**src/rtl/silly_1.sv**
```systemverilog
// silly_1 : byte-wide, input-driven accumulator.
//
// Each clock, ui_in is decoded as {opcode[1:0], operand D[5:0]} and applied
// to an 8-bit accumulator, but only when the byte differs from the one
// sampled on the previous edge. A command held steady therefore executes once.
//
//   opcode 00 ADD  : acc + D (mod 256)
//   opcode 01 XOR  : acc ^ D
//   opcode 10 ROL  : acc rotated left by D[2:0]
//   opcode 11 LOAD : acc = D
//
// Ports:
//   clk    in   rising-edge clock
//   rst_n  in   asynchronous reset, active HIGH despite the name
//   ui_in  in   [7:0] command byte
//   uo_out out  [7:0] accumulator view, from registers only
//
// Build option:
//   SILLY1_GRAY_OUT_EN  when defined, uo_out presents the accumulator
//                       Gray-coded (acc ^ (acc >> 1)); otherwise binary.

module silly_1 (
    input  logic       clk,
    input  logic       rst_n,
    input  logic [7:0] ui_in,
    output logic [7:0] uo_out
);

    typedef enum logic [1:0] {
        OP_ADD  = 2'b00,
        OP_XOR  = 2'b01,
        OP_ROL  = 2'b10,
        OP_LOAD = 2'b11
    } op_e;

    logic [7:0]  acc;
    logic [7:0]  prev;
    logic [7:0]  acc_next;
    logic [7:0]  operand;
    logic [15:0] rol_wide;
    logic        changed;
    op_e         op;

    assign op      = op_e'(ui_in[7:6]);
    assign operand = {2'b00, ui_in[5:0]};
    assign changed = (ui_in != prev);

    // Rotate via a doubled word: bits shifted out of the top half of
    // {acc,acc} are refilled from the lower copy.
    assign rol_wide = {acc, acc} << ui_in[2:0];

    always_comb begin
        acc_next = acc;
        if (changed) begin
            unique case (op)
                OP_ADD:  acc_next = acc + operand;
                OP_XOR:  acc_next = acc ^ operand;
                OP_ROL:  acc_next = rol_wide[15:8];
                OP_LOAD: acc_next = operand;
                default: acc_next = acc;
            endcase
        end
    end

    always_ff @(posedge clk or posedge rst_n) begin
        if (rst_n) begin
            acc  <= '0;
            prev <= '0;
        end else begin
            acc  <= acc_next;
            prev <= ui_in;
        end
    end

`ifdef SILLY1_GRAY_OUT_EN
    assign uo_out = acc ^ (acc >> 1);
`else
    assign uo_out = acc;
`endif

endmodule

```
**config.mk**
```make
export PLATFORM = sky130hd
export DESIGN_NAME = silly_1
export DESIGN_NICKNAME = d
export VERILOG_FILES = /design/src/rtl/silly_1.sv
export SDC_FILE = /design/constraint.sdc
export NUM_CORES = 1
export LEC_CHECK = 0
export ABC_AREA = 1
export CORE_ASPECT_RATIO = 0.5
export CORE_MARGIN = 5
export CORE_UTILIZATION = 55
export DETAILED_ROUTE_END_ITERATION = 16
export PLACE_DENSITY_LB_ADDON = 0.15
export SLEW_MARGIN = 20
export SYNTH_ARGS = -nofsm -noshare
export SYNTH_HDL_FRONTEND = slang
export SYNTH_SLANG_ARGS = --single-unit
```
**constraint.sdc**
```tcl
create_clock -name clk -period 2.4 [get_ports clk]
set_input_delay 0.24 -clock clk [delete_from_list [all_inputs] [get_ports clk]]
set_output_delay 0.24 -clock clk [all_outputs]
set_load 0.01 [all_outputs]
```
## After elaboration in Yosys (flattened, before gate mapping)

Index checks and enable logic that the tools add are counted.

| operators by class | value |
|---|---|
| $add $sub $neg | 1 |
| multiplexer cells | 1 |
| equality and inequality tests | 4 |
| reductions and logical operators | 1 |
| bitwise operators | 1 |
| shift-type cells | 1 |

Operators by type and width:

| kind | count |
|---|---|
| 8-bit case mux with 4 select lines | 1 |
| 16-bit by 3-bit left shift with 16-bit output | 1 |
| 8-bit by 6-bit adder with 8-bit output | 1 |
| 8-bit inequality test | 1 |
| 8-bit by 6-bit XOR with 8-bit output | 1 |
| 2-bit equality test, second input constant | 2 |
| 2-bit by 1-bit equality test with 1-bit output, second input constant | 1 |
| 2-bit zero test | 1 |

| storage, ports and cells | value |
|---|---|
| output and inout port bits | 8 |
| input port bits | 10 |
| logic and storage cells | 11 |
| bits in registers | 16 |

## Depth between registers and ports, before layout

Gate-level depths: netlist (run 1).

| depth | value |
|---|---|
| depth after elaboration | 2 |
| depth in mapped cells | 11 |
| mapped depth without buffers | 11 |

## Least setup slack after synthesis (run 1)

OpenSTA, ideal clock, no wires.

| path | value |
|---|---|
| kind | register -> register |
| from | register acc[0], in the netlist uo_out[0] |
| to | register acc[6], in the netlist uo_out[6] |
| arrival time | 1501 ps |
| required time | 2284 ps |
| setup slack | 783 ps |
| stages on the path, launching flop included | 12 |
| buffers on the path | 0 |
| period minus slack after synthesis | 1617 ps |
| cells stage by stage | dfrtp_1 -> ha_1 -> inv_1 -> fa_1 -> inv_1 -> nand3_1 -> nand3_1 -> nand2_1 -> nand3_1 -> nand2_1 -> nand2_1 -> nand2_1 |

| between the ends | value |
|---|---|
| cells in the longest elaborated chain, start to end | 2 |
| elaborated cells on any way between the ends | 3 |
| those cells by class | 1 x add/sub; 1 x shift; 1 x mux |

Ends and longest elaborated chain:

| element | RTL line | source |
|---|---|---|
| start: declaration | 36 | `logic [7:0] acc;` |
| start signal: assignment | 70 | `acc <= acc_next;` |
| 8-bit by 6-bit adder with 8-bit output / 16-bit by 3-bit left shift with 16-bit output (equally long branches) | 56, 50 |  |
| 8-bit case mux with 4 select lines * | 55 | `unique case (op)` |

Mark *: on every way between the ends. The rest lies on a longest branch, timed or not.
A chain may end at the register's enable or synchronous reset.

## Worst setup path in the final report (run 1)

Same ends and word-level chain as after synthesis.

==> impl_metrics.env, run 1 <==
export IMPL_async_flop_share=1.00
export IMPL_startpoint_type="register"
export IMPL_fmax_mhz=569
export IMPL_critPathMaxStageDelay_ps=450
export IMPL_dpl_cell_area_um2=1710
export IMPL_num_rows=13
export IMPL_insertion_delay_ps=260
export IMPL_leakage_nw=0.912
export IMPL_hpwl_mm=2.89
export IMPL_synth_area_leaders="dfrtp_1 (27%), nand2_1 (23%), nand3_1 (12%)"
export IMPL_required_ps=2560
export IMPL_cts_buffers=3
export IMPL_clk_pin_slew_ps=70
export IMPL_synth_fp_nets=254
export IMPL_coreArea_um2=2600
export IMPL_synth_main_ff_cell="dfrtp_1"
export IMPL_grt_max_degree=17
export IMPL_hp_class="input port to asynchronous set/reset pin"
export IMPL_vias=1539
export IMPL_clock_path_buffers=2
export IMPL_seqCellArea_um2=400
export IMPL_synth_top_area_frac=0.265
export IMPL_die_area_um2=3960
export IMPL_syn_inst=237
export IMPL_seq_area_frac_synth=0.265
export IMPL_grt_pass1_vias=1308
export IMPL_rsz0062_at_grt="false"
export IMPL_drcViolationCount=0
export IMPL_vdd_drop_max_mv=0.350
export IMPL_crit_fanout=5
export IMPL_final_hold_violation_count=0
export IMPL_worstPathArrival_ps=1920
export IMPL_multiInputGateArea_um2=960
export IMPL_p_comb_frac=0.424
export IMPL_cap_violations=0
export IMPL_clock_sinks=16
export IMPL_drt_iter0_drc=132
export IMPL_h_tree_depth=1
export IMPL_fin_ws_ps=644
export IMPL_cts_tree="built"
export IMPL_gp_congestion=0.926
export IMPL_port_buffers=17
export IMPL_yosysMostFrequentCell="nand2_1"
export IMPL_synth_avg_cell_area_um2=6.37
export IMPL_dp_slack_ps=409
export IMPL_yosys_warnings=0
export IMPL_postCtsHoldBufs=0
export IMPL_crit_type="register to register"
export IMPL_fp_dieH_um=47.1
export IMPL_netlist_top_cells_count="nand2_1 (91), nand3_1 (37), inv_1 (24)"
export IMPL_slew_violations=0
export IMPL_io_pins=18
export IMPL_area_delta_synth_final_pct=17.0
export IMPL_power_share_clock=0.238
export IMPL_fin_nets=274
export IMPL_grtUsageTotal=0.208
export IMPL_overflow=0
export IMPL_setup_viol=0
export IMPL_synth_edf_count=0
export IMPL_worst_slew_pin_slew_ps=619
export IMPL_yosys_register_bits=16
export IMPL_min_period_ps=1760
export IMPL_p_seq_frac=0.338
export IMPL_ctsResizeCount=0
export IMPL_p_switching_uw=414
export IMPL_cts_root_buf="clkbuf_8"
export IMPL_antenna_found_initial=0
export IMPL_fp_dieW_um=84.1
export IMPL_cp_slowest_cell="dfrtp_1"
export IMPL_wl_per_cell_um=12.5
export IMPL_synth_top_area_cell="dfrtp_1"
export IMPL_status="complete, no violations"
export IMPL_post_cts_buffers=0
export IMPL_num_fill_cells=247
export IMPL_slew_headroom=0.587
export IMPL_sw_frac_of_total=0.394
export IMPL_drive_above_1_share=0.0938
export IMPL_fin_area_um2=1770
export IMPL_grt_pass1_wl_mm=6.14
export IMPL_fin_crit_sh=0.732
export IMPL_n_antenna_cell=0
export IMPL_ant_nets=0
export IMPL_synth_cell_area_um2=1510
export IMPL_skew_ps=8.61
export IMPL_viasPerCell=5.25
export IMPL_setup_tns_ps=0
export IMPL_start_util=0.580
export IMPL_synth_cell_types=29
export IMPL_endpoint_kind="register"
export IMPL_path_common_cell="nand2_1"
export IMPL_internal_power_uw=637
export IMPL_crit_chain="ha_1, inv_1, fa_1, inv_1, nand3_1, nand3_1, nand2_1, nand3_1, nand2_1, nand2_1, nand2_1"
export IMPL_drtPass1Iterations=4
export IMPL_power_density_nw_per_um2=595
export IMPL_totalWireLength_mm=3.66
-- critical path, delay by kind of cell, from the launching register on --
kind                       cells  cell delay (ps)
adders and majority gates      2              580
buffers and inverters          2              160
DFF                            1              450
and+or+nand+nor                7              470
-- layer usage --
layer | GRT usage | up-vias | part of all wire
met4 | 0.0769 | 0 | 0.0093
met5 | 0 | - | 0
met1 | 0.292 | 668 | 0.44
met3 | 0.0630 | 6 | 0.14
met2 | 0.307 | 76 | 0.41
li1 | - | 789 | -
-- power by group through the flow --
stage               Clock, mW  Combinational (mW)  Sequential, mW
floorplan                   0               0.305           0.352
global placement            0               0.437           0.358
detailed placement          0               0.445           0.358
CTS                     0.252               0.447           0.353
global route            0.269               0.511           0.360
finish                  0.250               0.446           0.355
-- layout make-up --
cell class | count | area share
repair buffers | 20 | 0.109
well taps | 37 | 0.0262
flip-flops and latches | 16 | 0.227
inverters | 30 | 0.0637
clock buffers | 4 | 0.0312
multi-input cells | 186 | 0.543
-- kinds of logic after synthesis --
group	share of synthesized area
AO/OA/AOI/OAI	0.0829
AND/OR/NAND/NOR	0.439
flip-flops	0.265
XOR/XNOR	0.0505
buffers and inverters	0.0994
adder cells (fa/ha/maj)	0.0630
-- worst paths after layout --
kind / slack (ps) / end / depth (start not counted) / start
max reg2reg: 640 / uo_out[6] / 11 / uo_out[0]
max: 640 / uo_out[6] / 11 / uo_out[0]
max in group asynchronous: 1640 / uo_out[2] / 2 / rst_n
min: 350 / uo_out[0] / 2 / rst_n
min reg2reg: 630 / uo_out[7] / 2 / uo_out[7]
min in group clk: 530 / prev[5] / 1 / ui_in[5]
-- cell usage in the layout, fill, tap and decap left out, types with 2 or more instances in the layout --
| cell type | Yosys | routed |
|---|---|---|
| nand2_1 | 91 | 91 |
| nand3_1 | 37 | 37 |
| inv_1 | 24 | 24 |
| clkdlybuf4s50_1 | 0 | 17 |
| dfrtp_1 | 16 | 16 |
| nor2_1 | 14 | 14 |
| inv_2 | 6 | 6 |
| o21ai_0 | 6 | 6 |
| ha_1 | 6 | 6 |
| a21oi_1 | 5 | 5 |
| xnor2_1 | 4 | 4 |
| clkbuf_8 | 0 | 4 |
| nand2_2 | 3 | 3 |
| buf_4 | 3 | 3 |
| xor2_2 | 2 | 2 |
| nor2_4 | 2 | 2 |
| o21ai_1 | 2 | 2 |
| nor2_2 | 2 | 2 |
| a21boi_1 | 2 | 2 |
-- sequential cells by signal, indices dropped and copies added (netlist names) --
signal / cells
uo_out: 8
prev: 8
-- through the flow --
| step | hold WS, ps | utilization | std cells | power [mW] |
|---|---|---|---|---|
| after floorplan | 154 | - | 237 | 0.657 |
| after global placement | 595 | 0.658 | 289 | 0.795 |
| after global routing | 417 | 0.679 | 293 | 1.14 |
| after detailed placement | 599 | 0.658 | 289 | 0.803 |
| final | 350 | 0.679 | 293 | 1.05 |
| after CTS | 380 | 0.679 | 293 | 1.05 |
(Power assumes the default switching activity.)
==> run 2: changes to the inputs <==
- clock period: 2.4 -> 1.8 ns (I/O delays scaled with it)
==> run 2 against run 1 <==
Against the previous run: combinational power rose by 54%; cell count rose by 5.1%; design area rose by 6.9%; sequential power rose by 30%; critical path depth rose by 1; die area did not move; critical endpoint unchanged.
==> impl_metrics.env, run 2 (synthesis results as in run 1) <==
export IMPL_cap_violations=0
export IMPL_multiInputGateArea_um2=968
export IMPL_cts_buffers=3
export IMPL_drcViolationCount=0
export IMPL_vias=1640
export IMPL_coreArea_um2=2600
export IMPL_ant_nets=0
export IMPL_grt_pass1_wl_mm=6.86
export IMPL_slew_violations=0
export IMPL_drive_above_1_share=0.159
export IMPL_port_buffers=17
export IMPL_antenna_found_initial=0
export IMPL_path_common_cell="nand2_1"
export IMPL_num_rows=13
export IMPL_die_area_um2=3960
export IMPL_grtUsageTotal=0.227
export IMPL_slew_headroom=0.547
export IMPL_power_density_nw_per_um2=783
export IMPL_startpoint_type="input port"
export IMPL_io_pins=18
export IMPL_crit_type="input port to register"
export IMPL_viasPerCell=5.32
export IMPL_grt_pass1_vias=1494
export IMPL_crit_buf_inv=3
export IMPL_fp_dieH_um=47.1
export IMPL_hp_class="input port to asynchronous set/reset pin"
export IMPL_overflow=0
export IMPL_fin_nets=289
export IMPL_clk_pin_slew_ps=70
export IMPL_setup_viol=0
export IMPL_fin_area_um2=1890
export IMPL_worst_slew_pin_slew_ps=679
export IMPL_totalWireLength_mm=4.09
export IMPL_postCtsHoldBufs=0
export IMPL_drtPass1Iterations=4
export IMPL_grt_max_degree=17
export IMPL_final_hold_violation_count=0
export IMPL_min_period_ps=1670
export IMPL_start_util=0.580
export IMPL_status="complete, no violations"
export IMPL_rsz0062_at_grt="false"
export IMPL_path_delay_family="buffers and inverters"
export IMPL_leakage_nw=0.981
export IMPL_seqCellArea_um2=400
export IMPL_h_tree_depth=1
export IMPL_clock_path_buffers=2
export IMPL_crit_fanout=3
export IMPL_fmax_mhz=597
export IMPL_n_antenna_cell=0
export IMPL_fin_crit_sh=0.930
export IMPL_gp_congestion=0.912
export IMPL_skew_ps=7.31
export IMPL_clock_sinks=16
export IMPL_worstPathArrival_ps=1830
export IMPL_post_cts_buffers=0
export IMPL_cp_slowest_cell="clkdlybuf4s50_1"
export IMPL_cts_root_buf="clkbuf_8"
export IMPL_insertion_delay_ps=260
export IMPL_hold_slack_ps=322
export IMPL_area_delta_synth_final_pct=25.0
export IMPL_hpwl_mm=3.21
export IMPL_critPathMaxStageDelay_ps=490
export IMPL_endpoint_kind="register"
export IMPL_cts_tree="built"
export IMPL_drt_iter0_drc=105
export IMPL_wl_per_cell_um=13.3
export IMPL_required_ps=1950
export IMPL_fp_dieW_um=84.1
export IMPL_setup_tns_ps=0
export IMPL_num_fill_cells=231
export IMPL_crit_chain="clkdlybuf4s50_1, ha_2, inv_1, fa_2, inv_2, nand3_1, nand3_1, nand2_1, nand3_1, nand2_1, nand2_1, nand2_1"
export IMPL_vdd_drop_max_mv=0.655
export IMPL_mostFrequentLayoutCells="nand2_1 (91), nand3_1 (37), inv_1 (23)"
export IMPL_dpl_cell_area_um2=1820
export IMPL_final_common_cell="nand2_1"
==> run 2: layout make-up <==
| class | count | area share |
|---|---|---|
| flip-flops and latches | 16 | 0.212 |
| inverters | 30 | 0.0596 |
| well taps | 37 | 0.0245 |
| repair buffers | 35 | 0.162 |
| multi-input cells | 186 | 0.513 |
| clock buffers | 4 | 0.0292 |
==> run 2: per-stage QoR <==
stage,instances,setup slack [ps],util,power (mW)
after floorplan,237,183,-,0.876
final,308,126,0.725,1.48
after global placement,304,-104,0.701,1.11
after CTS,308,59.7,0.722,1.47
after global routing,308,46.0,0.725,1.59
after detailed placement,304,-179,0.701,1.13
==> run 2: what timing repair did <==
item,in CTS,in global routing
hold endpoints to repair,0,0
setup endpoints to repair,0,2
resized for setup,0,4
==> run 2: final timing paths <==
check / startpoint / end / slack [ps] / cells past startpoint
min in group clk: ui_in[5] / prev[5] / 490 / 1
max: ui_in[0] / uo_out[6] / 130 / 12
max reg2reg: uo_out[0] / uo_out[6] / 190 / 11
min: rst_n / uo_out[1] / 320 / 2
min reg2reg: uo_out[2] / uo_out[2] / 620 / 2
max in group asynchronous: rst_n / uo_out[2] / 1040 / 2
==> run 2: power by group <==
group,switching (mW),internal [mW]
Sequential,0.0581,0.402
Combinational,0.383,0.305
Clock,0.135,0.194
==> run 2: metal layers <==
metal,track usage,part of all wire,up-vias
met5,0,0,-
met4,0.0545,0.016,0
met3,0.0630,0.097,11
met2,0.382,0.43,54
met1,0.299,0.45,755
li1,-,-,820
==> run 2: worst reg2reg max path: stages (launching register included) <==
cell,delay (ps)
dfrtp_1,360
ha_2,190
inv_1,60
fa_2,350
inv_2,80
nand3_1,110
nand3_1,90
nand2_1,50
nand3_1,70
nand2_1,50
nand2_1,60
nand2_1,50
==> run 3: changes to the inputs <==
- PLACE_DENSITY_LB_ADDON: 0.15 -> 0.25
- REMOVE_ABC_BUFFERS: unset -> 1
- clock period: 1.8 -> 2.15 ns (I/O delays scaled with it)
==> run 3 against run 2 <==
Against the previous run: register-to-register slack improved by 180 ps; non-clock buffer count shrank 13; die area unchanged; highest routed layer unchanged; wire length shrank 2.8%; hold slack gained 29 ps; sequential share of layout area is 1.3 points higher; clock skew down 2.7 ps; critical path depth shrank 1; clock power down 15%; sequential power shrank 15%; critical path type is now register to register; combinational power down 25%.
==> impl_metrics.env, run 3 (synthesis results as in run 1) <==
export IMPL_io_pins=18
export IMPL_endpoint_kind="register"
export IMPL_crit_type="register to register"
export IMPL_drive_above_1_share=0.101
export IMPL_post_cts_buffers=0
export IMPL_skew_ps=4.61
export IMPL_slew_headroom=0.559
export IMPL_fp_dieH_um=47.1
export IMPL_timing_reg2reg_setup_slack_ps=370
export IMPL_seqCellArea_um2=400
export IMPL_cts_buffers=3
export IMPL_leakage_nw=0.922
export IMPL_hpwl_mm=3.11
export IMPL_h_tree_depth=1
export IMPL_stdcell_count=295
export IMPL_grt_pass1_wl_mm=6.67
export IMPL_r2r_end="uo_out[6]"
export IMPL_vias=1616
export IMPL_path_common_cell="nand2_1"
export IMPL_r2r_start="uo_out[0]"
export IMPL_vdd_drop_max_mv=0.448
export IMPL_totalWireLength_mm=3.97
export IMPL_antenna_found_initial=0
export IMPL_clock_path_buffers=2
export IMPL_drcViolationCount=0
export IMPL_coreArea_um2=2600
export IMPL_slew_violations=0
export IMPL_hp_class="input port to asynchronous set/reset pin"
export IMPL_postCtsHoldBufs=0
export IMPL_ant_nets=0
export IMPL_crit_fanout=5
export IMPL_cts_root_buf="clkbuf_8"
export IMPL_cap_violations=0
export IMPL_viasPerCell=5.48
export IMPL_reg2reg_depth=11
export IMPL_setup_tns_ps=0
export IMPL_start_util=0.580
export IMPL_min_period_ps=1780
export IMPL_grtUsageTotal=0.223
export IMPL_wl_per_cell_um=13.5
export IMPL_required_ps=2300
export IMPL_fin_nets=276
export IMPL_overflow=0
export IMPL_power_density_nw_per_um2=668
export IMPL_final_common_cell="nand2_1"
export IMPL_clock_sinks=16
export IMPL_ctsResizeCount=0
export IMPL_num_rows=13
export IMPL_die_area_um2=3960
export IMPL_n_antenna_cell=0
export IMPL_area_delta_synth_final_pct=18.0
export IMPL_gp_congestion=0.962
export IMPL_fin_crit_sh=0.829
export IMPL_drtPass1Iterations=6
export IMPL_grt_pass1_vias=1393
export IMPL_num_fill_cells=250
export IMPL_worst_slew_pin_slew_ps=661
export IMPL_final_hold_violation_count=0
export IMPL_insertion_delay_ps=260
export IMPL_critPathMaxStageDelay_ps=440
export IMPL_status="complete, no violations"
export IMPL_crit_chain="ha_1, inv_1, fa_1, inv_1, nand3_1, nand3_1, nand2_1, nand3_1, nand2_1, nand2_1, nand2_1"
export IMPL_worstPathArrival_ps=1930
export IMPL_setup_viol=0
export IMPL_cp_slowest_cell="dfrtp_1"
export IMPL_placed_cells=291
export IMPL_fmax_mhz=561
export IMPL_multiInputGateArea_um2=960
export IMPL_cts_tree="built"
export IMPL_drt_iter0_drc=124
export IMPL_rsz0062_at_grt="false"
export IMPL_port_buffers=17
export IMPL_fp_dieW_um=84.1
export IMPL_grt_max_degree=17
export IMPL_clk_pin_slew_ps=70
export IMPL_mostFrequentLayoutCells="nand2_1 (91), nand3_1 (37), inv_1 (24)"
export IMPL_startpoint_type="register"
==> run 3: final cells by class <==
cell class | count | share of cell area
inverters | 30 | 0.0632
multi-input cells | 186 | 0.539
flip-flops and latches | 16 | 0.225
repair buffers | 22 | 0.117
well taps | 37 | 0.0260
clock buffers | 4 | 0.0309
==> run 3: worst max-delay path by stage <==
| stage | start | endpoint | slack, ps |
|---|---|---|---|
| floorplan | uo_out[0] | uo_out[6] | 530 |
| global placement | ui_in[0] | uo_out[6] | 180 |
| detailed placement | ui_in[0] | uo_out[6] | 120 |
| CTS | uo_out[0] | uo_out[6] | 380 |
| global route | uo_out[0] | uo_out[6] | 260 |
| finish | uo_out[0] | uo_out[6] | 370 |
==> run 3: stage by stage <==
stage / setup slack, ps / area [µm²] / hold slack, ps / util / power (mW)
4_1_cts: 377 / 1780 / 379 / 0.685 / 1.19
5_1_grt: 258 / 1780 / 440 / 0.685 / 1.28
3_3_place_gp: 178 / 1730 / 570 / 0.663 / 0.892
3_5_place_dp: 119 / 1730 / 577 / 0.663 / 0.906
6_report: 368 / 1780 / 351 / 0.685 / 1.19
2_1_floorplan: 533 / 1470 / 129 / - / 0.717
==> run 3: layer usage <==
metal | vias to the layer above | GRT usage | wire (µm)
met5 | - | 0 | 0
met3 | 9 | 0.0595 | 492
li1 | 790 | - | -
met1 | 728 | 0.310 | 1800
met2 | 89 | 0.356 | 1630
met4 | 0 | 0.0513 | 51
==> run 3: where the power goes <==
part           leakage, nW  switching, mW  total [mW]  internal (mW)
logic                0.702          0.301       0.517          0.216
clock network       0.0288          0.118       0.281          0.163
registers            0.191         0.0558       0.392          0.337
total                0.922          0.475        1.19          0.715
==> run 3: worst max-delay path, delay by kind of cell (launching register included) <==
| family | cells | cell delay, ps |
|---|---|---|
| fa+ha+maj | 2 | 610 |
| simple gates | 7 | 470 |
| buf+inv | 2 | 170 |
| flops | 1 | 440 |
